==> src/rtl/cla_nibble_sequencer.sv <==
// Multi-cycle WIDTH-bit adder/subtractor that streams operands through one
// shared 4-bit carry-lookahead adder, least-significant nibble first, with a
// registered carry chaining between nibbles. A valid/ready handshake on each
// side trades NIBBLES cycles of latency for a single small adder.

module four_bit_cla (
  input  logic [3:0] a,
  input  logic [3:0] b,
  input  logic       cin,
  output logic [3:0] s,
  output logic       cout
);

  logic [3:0] g;
  logic [3:0] p;
  logic [3:0] c;

  // Generate/propagate terms and flattened lookahead carries
  always_comb begin
    g    = a & b;
    p    = a ^ b;
    c[0] = cin;
    c[1] = g[0] | (p[0] & cin);
    c[2] = g[1] | (p[1] & g[0]) | (p[1] & p[0] & cin);
    c[3] = g[2] | (p[2] & g[1]) | (p[2] & p[1] & g[0]) | (p[2] & p[1] & p[0] & cin);
    cout = g[3] | (p[3] & g[2]) | (p[3] & p[2] & g[1]) | (p[3] & p[2] & p[1] & g[0])
         | (p[3] & p[2] & p[1] & p[0] & cin);
    s    = p ^ c;
  end

endmodule

module cla_nibble_sequencer #(
  parameter int WIDTH = 16
) (
  input  logic             clk,
  input  logic             rst_n,
  input  logic             in_valid,
  output logic             in_ready,
  input  logic [WIDTH-1:0] a,
  input  logic [WIDTH-1:0] b,
  input  logic             cin,
  input  logic             sub,
  output logic             out_valid,
  input  logic             out_ready,
  output logic [WIDTH-1:0] sum,
  output logic             cout,
  output logic             overflow
);

  localparam int NIBBLES = WIDTH / 4;
  localparam int IDX_W   = (NIBBLES > 2) ? $clog2(NIBBLES) : 1;

  typedef enum logic [1:0] {IDLE, RUN, DONE} state_t;

  state_t             state;
  state_t             state_next;
  logic [IDX_W-1:0]   idx;
  logic               carry;
  logic [WIDTH-1:0]   a_q;
  logic [WIDTH-1:0]   b_q;      // already inverted for subtract
  logic [3:0]         nib_a;
  logic [3:0]         nib_b;
  logic [3:0]         nib_s;
  logic               nib_cout;
  logic               last;

  // The subtract flag is folded into b_q and the initial carry at accept
  // time, so no separate operation register is needed afterwards.

  assign last = (idx == IDX_W'(NIBBLES - 1));

  four_bit_cla u_cla (
    .a    (nib_a),
    .b    (nib_b),
    .cin  (carry),
    .s    (nib_s),
    .cout (nib_cout)
  );

  // Select the current nibble of both captured operands
  always_comb begin
    // NOTE: every signal written here gets a default first so no latch is inferred.
    nib_a = '0;
    nib_b = '0;
    for (int k = 0; k < NIBBLES; k++) begin
      if (idx == IDX_W'(k)) begin
        nib_a = a_q[4*k +: 4];
        nib_b = b_q[4*k +: 4];
      end
    end
  end

  // State register
  always_ff @(posedge clk or negedge rst_n) begin
    // NOTE: sequential state uses non-blocking assignments so all flops update together.
    if (!rst_n) state <= IDLE;
    else        state <= state_next;
  end

  // Next-state logic
  always_comb begin
    state_next = state;
    case (state)
      IDLE:    if (in_valid)  state_next = RUN;
      RUN:     if (last)      state_next = DONE;
      DONE:    if (out_ready) state_next = IDLE;
      default:                state_next = IDLE;
    endcase
  end

  // Handshake outputs are pure decodes of the state register
  always_comb begin
    in_ready  = (state == IDLE);
    out_valid = (state == DONE);
  end

  // Operand capture, nibble-serial accumulation and final flags
  always_ff @(posedge clk or negedge rst_n) begin
    if (!rst_n) begin
      a_q      <= '0;
      b_q      <= '0;
      carry    <= 1'b0;
      idx      <= '0;
      sum      <= '0;
      cout     <= 1'b0;
      overflow <= 1'b0;
    end else begin
      case (state)
        IDLE: begin
          if (in_valid) begin
            a_q   <= a;
            b_q   <= sub ? ~b : b;
            carry <= sub ? 1'b1 : cin;
            idx   <= '0;
          end
        end
        RUN: begin
          for (int k = 0; k < NIBBLES; k++) begin
            if (idx == IDX_W'(k)) sum[4*k +: 4] <= nib_s;
          end
          carry <= nib_cout;
          if (last) begin
            cout     <= nib_cout;
            // Carry into the MSB xor carry out of the MSB
            overflow <= a_q[WIDTH-1] ^ b_q[WIDTH-1] ^ nib_s[3] ^ nib_cout;
          end else begin
            idx <= idx + 1'b1;
          end
        end
        default: ;
      endcase
    end
  end

endmodule

==> config.mk <==
export PLATFORM = sky130hd
export DESIGN_NAME = cla_nibble_sequencer
export DESIGN_NICKNAME = d
export VERILOG_FILES = /design/src/rtl/cla_nibble_sequencer.sv
export SDC_FILE = /design/constraint.sdc
export NUM_CORES = 1
export LEC_CHECK = 0
export BUFFER_PORTS_ARGS = -buffer_cell sky130_fd_sc_hd__buf_2
export CORE_MARGIN = 2
export CORE_UTILIZATION = 58
export CTS_CLUSTER_SIZE = 40
export DETAILED_ROUTE_END_ITERATION = 7
export PLACE_DENSITY_LB_ADDON = 0.25
export SYNTH_ARGS = -nofsm -noshare
export SYNTH_HDL_FRONTEND = slang
export SYNTH_SLANG_ARGS = --single-unit
==> constraint.sdc <==
create_clock -name clk -period 8.9 [get_ports clk]
set_input_delay 1.335 -clock clk [delete_from_list [all_inputs] [get_ports clk]]
set_output_delay 1.335 -clock clk [all_outputs]
set_load 0.03 [all_outputs]
== Word-level counts from Yosys, hierarchy flattened ==
Index checks and enable logic that the tools add are counted.
Widths: inputs -> output; s select.

* Bits in registers: 55
* Bits of input ports: 38

* Equal/unequal tests: 9
* Reductions and logical operators: 11
* Add/subtract/negate cells: 1
* Bitwise operators: 33
* Mux-type cells: 19

{| class="wikitable"
|+ Operators with widths
! operator !! count
|-
| $mux 4 || 8
|-
| $and 1x1->1 || 16
|-
| $mux 16 || 1
|-
| $not 16->16 || 1
|-
| $reduce_and 2->1 || 6
|-
| $mux 2 || 5
|-
| $or 1x1->1 || 10
|-
| $xor 4x4->4 || 2
|-
| $eq 2x2->1 const B || 3
|-
| $ne 2x2->1 const B || 3
|-
| $pmux 2 s3 || 1
|-
| $reduce_and 3->1 || 2
|-
| $and 4x4->4 || 1
|-
| $eq 2x1->1 const B || 2
|-
| $logic_not 2->1 || 2
|-
| $pmux 2 s2 || 1
|-
| $xor 1x1->1 || 3
|-
| $add 2x1->2 const B || 1
|-
| $mux 1 || 2
|-
| $ne 2x1->1 const B || 1
|-
| $pmux 1 s2 || 1
|-
| $reduce_bool 2->1 || 1
|}

== Depth between registers and ports, before layout ==
* Word-level depth: 13
* Mapped depth: 13
* Mapped depth without buffers: 12

== Modules after synthesis ==
A second synthesis with hierarchy kept.

* Cells, all modules: 231
* Area total of the unflattened synthesis: 2665.1 um^2

{| class="wikitable"
|+ Modules (own cells, without submodules)
! module !! times used !! area an instance (um^2) !! cells an instance !! sequential area each (um^2)
|-
| cla_nibble_sequencer || 1 || 2517.4 || 214 || 1376.3
|-
| four_bit_cla || 1 || 147.6 || 17 || 0.0
|}

== Least setup slack after synthesis ==
Ideal clock, no wire load.

* Kind: reg-to-reg
* From: register idx[0]
* To: register overflow
* Cell stages (with the launch flop): 13
* Clock period less this slack: 2.915 ns
* Required time: 8.774 ns
* Library setup time: 0.126 ns
* Path buffers: 2
* Arrival time: 2.789 ns
* Setup slack: 5.985 ns
* Path through: dfrtp_1 inv_1 ha_1 clkbuf_1 clkbuf_1 a21oi_1 o21ai_0 ha_1 a211oi_1 o21bai_1 xnor2_1 nor2_1 a311o_1

* Cells in the longest elaborated chain, start to end: 13
* Elaborated cells between the ends (all ways): 37
* Classes of those cells: 3 x eq/ne; 8 x mux; 24 x bitwise; 2 x reduce/logical

{| class="wikitable"
|+ RTL lines
! what !! line !! source
|-
| start: declaration || 58 || <nowiki>logic [IDX_W-1:0] idx;</nowiki>
|-
| start signal: assignment || 148 || <nowiki>idx <= idx + 1'b1;</nowiki>
|-
| $logic_not 2->1 || 87 || <nowiki>if (idx == IDX_W'(k)) begin</nowiki>
|-
| $mux 4 (4 in a row) || 87 ||
|-
| $xor 4x4->4 / $and 4x4->4 (equally long branches) || 21, 20 ||
|-
| $and 1x1->1 || 25 || <nowiki>c[3] = g[2] | (p[2] & g[1]) | (p[2] & p[1] & g[0]) | (p[2] & p[1] & p[0] & cin);</nowiki>
|-
| $or 1x1->1 / $and 1x1->1 (equally long branches) (2 in a row) || 25 ||
|-
| $or 1x1->1 || 25 ||
|-
| $xor 4x4->4 || 28 || <nowiki>s = p ^ c;</nowiki>
|-
| $xor 1x1->1 (2 in a row) || 146 || <nowiki>overflow <= a_q[WIDTH-1] ^ b_q[WIDTH-1] ^ nib_s[3] ^ nib_cout;</nowiki>
|-
| end signal: assignment || 146 ||
|-
| end: declaration || 48 || <nowiki>output logic overflow</nowiki>
|}

Parallel ways exist; a longest one is shown, timed or not.
A chain may end at the register's enable or synchronous reset.

== Worst setup path in the final report ==
* From: register idx[1]
* To: register overflow

Same word-level chain as after synthesis.

==> impl_metrics.csv <==
group,metric,value,unit
outcome,status,"complete, no violations",
worst_setup_path,cp_top_family,"compound AO/OA/AOI/OAI gates",
placed_design,post-dp-hpwl,3.85,mm
sta,layout_setup_ws,5.63,ns
synth,ys_top_cells_by_area,"dfrtp_1, mux2_2, a21oi_1, xnor2_1, o21ai_0",
cts,cts_setup_buffers,0,
cts,cts.sink_count,55,
synth,synth_top_area_share,51.0,%
cts,cts_buffers,5,
cts,root_buffer,"clkbuf_8",
power_and_ir_drop,power_density,442,nW/µm²
cts,cts_hold_buf,0,
global_route,grt_max_degree,56,
die,start_util,61.1,%
synth,syn-num-nets,313,
job,maxCapViolCount,0,
global_route,track_usage,23.0,%
cts,cts_resized,0,
synth,ys_ff_latch,55,
placed_design,gp_congestion,0.863,
synth,synth_area_per_cell,10.1,µm²
sta,slew_headroom,39.5,%
routing,drtIter0Drc,185,
routing,vias,2046,
cells_and_area,areaGrowthSynthToFinish,15.8,%
sta,min_period_over_period,36.7,%
sta,setup_violations,0,
synth,synth_most_common_cell,"dfrtp_1",
worst_setup_path,slowest_delay,0.49,ns
cts,htreeDepth,2,
sta,post-route-min-period,3.27,ns
die,fp.dieArea,5220,µm²
global_route,grt_overflow,0,
power_and_ir_drop,power.internal,769,µW
sta,clock-skew-final,0.00568,ns
synth,synth_edf_count,0,
sta,finalHoldViolations,0,
worst_setup_path,arrival,3.48,ns
global_route,grt_pass1_vias,2013,
synth,yosysWarnings,0,
die,rows,24,
die,dieWidth,72.2,µm
placed_design,pre_cts_ws,5.62,ns
routing,via_per_inst,5.56,
die,boundaryPins,58,
routing,drt_first_pass_iters,4,
routing,remaining_drc_errors,0,
power_and_ir_drop,p_clk_share,14.1,%
power_and_ir_drop,pwr-share-comb,53.0,%
worst_setup_path,critPathSlowestCell,"ha_1",
power_and_ir_drop,power_frac_seq,32.8,%
global_route,antenna_found_initial,0,
power_and_ir_drop,leakage,0.00143,µW
sta,fmax,0.306,GHz
cts,clockBufferDepth,2,
power_and_ir_drop,p_sw,613,µW
worst_setup_path,path_buf_inv,1,
synth,synth_top_area_cell,"dfrtp_1",
sta,fin_tns_setup,0,ns
hold_path,min_path_type,"flip-flop to flip-flop",
cts,clkTransAtPathRegs,0.10,ns
routing,ant_nets,0,
cts,clk_latency,0.31,ns
die,die_y,72.2,µm
placed_design,io_buffers,57,
synth,synthTopCellsByCount,"dfrtp_1, a21oi_1, nand2_1",
worst_setup_path,required,9.11,ns
worst_setup_path,path_cells,"inv_1, ha_1, nand2_1, a21oi_1, a21oi_1, o21ai_0, ha_1, a211oi_1, o21bai_1, xnor2_1, nor2_1, a311o_1",
synth,synthCells,266,
sta,timing.hold.ws,0.481,ns
synth,ys_types,29,
routing,wirelength,5.41,mm
worst_setup_path,cp_max_fo,17,
cells_and_area,insertedDiodeCount,0,
worst_setup_path,worstSetupPathType,"flip-flop to flip-flop",
synth,netlist_area,2700,µm²
sta,slew_viol_final,0,
sta,worst_pin_slew,0.907,ns
cells_and_area,drive_gt1_share,28.2,%
global_route,grt_pass1_wl,9.17,mm
worst_setup_path,cp-start-kind,"flip-flop",
routing,post_drt_wl_per_cell,14.7,µm
worst_setup_path,critPathCaptureType,"flip-flop",
power_and_ir_drop,switching_share,44.3,%
power_and_ir_drop,peakVddDrop,0.206,mV
cells_and_area,final_cells,368,
synth,ys_seq_area_share,51.0,%
sta,grt_setup_unrepaired,"false",
synth,synthFlopType,"dfrtp_1",
placed_design,place_inst,360,
synth,synthArstFlopShare,100,%
cts,cts_tree,"built",
cells_and_area,nets,362,
die,coreArea,4410,µm²
==> area by class of cell <==
type                    instances  area (µm²)
clock inverters                 3        67.6
multi-input cells             191        1240
flip-flops and latches         55        1380
well taps                      52        65.1
repair buffers                 58         293
clock buffers                   5        68.8
inverters                       4        15.0
fillers                       358        1290
==> power groups by stage <==
stage | sequential (µW) | clock (µW) | combinational [µW]
after floorplan | 507 | 0 | 489
after global routing | 468 | 206 | 820
after CTS | 454 | 199 | 733
after detailed placement | 458 | 0 | 730
final | 453 | 195 | 732
after global placement | 453 | 0 | 707
==> state kept, by name (all words and copies together) (netlist names) <==
name,count
a_q,16
b_q,16
carry,1
cout,1
idx,2
overflow,1
state,2
sum,16
==> logic make-up after synthesis <==
kind of cell	share of synthesized area [%]
xor gates and xnor gates	6.49
DFF	51.0
buffers and inverters	3.15
adders and majority gates	4.45
AOI/OAI and AO/OA	13.9
and+or+nand+nor	11.9
muxes	9.13
==> routing by layer <==
metal	global-route usage (%)	vias up	wire, µm	part of all wire, %
met3	5.28	13	274	5.1
met5	0	-	0	0
met2	37.9	60	2570	48
met1	29.7	973	2430	45
met4	9.01	0	127	2.3
li1	-	1000	-	-
==> placed cells by master, fill, tap and decap left out, types with 4 or more instances in the layout <==
cell      Yosys  layout
nand2_1      34      34
buf_2         5      57
a21oi_1      34      34
clkbuf_8      0       5
nand3b_1      8       8
mux2_2       21      21
o21ai_0      26      26
ha_1          8       8
nor2_1       22      22
xnor2_1      18      18
inv_1         4       4
dfrtp_1      55      55
==> worst min-delay path, cell delays in order (launching register included) <==
cell and delay [ns]:
dfrtp_1 0.35, nand2_1 0.04, o21ai_0 0.06
==> worst paths after layout <==
kind                                           from                    to  slack, ns  cells after the start
worst max-delay path             idx[1]$_DFFE_PN0P_  overflow$_DFFE_PN0P_       5.63                     12
worst min-delay path            sum[13]$_DFFE_PN0P_   sum[13]$_DFFE_PN0P_       0.48                      2
worst max register to register   idx[1]$_DFFE_PN0P_  overflow$_DFFE_PN0P_       5.63                     12
worst min register to register  sum[13]$_DFFE_PN0P_   sum[13]$_DFFE_PN0P_       0.48                      2
max in group asynchronous                     rst_n    b_q[4]$_DFFE_PN0P_       7.32                      2
min in group asynchronous                     rst_n   a_q[14]$_DFFE_PN0P_       1.14                      2
==> through the flow <==
step / power (µW) / instance area [µm²] / util, %
floorplan: 996 / 2700 / -
global placement: 1160 / 2990 / 67.7
detailed placement: 1190 / 2990 / 67.7
CTS: 1390 / 3120 / 70.8
global route: 1490 / 3120 / 70.8
finish: 1380 / 3120 / 70.8
Power figures use the tool's default switching activity.
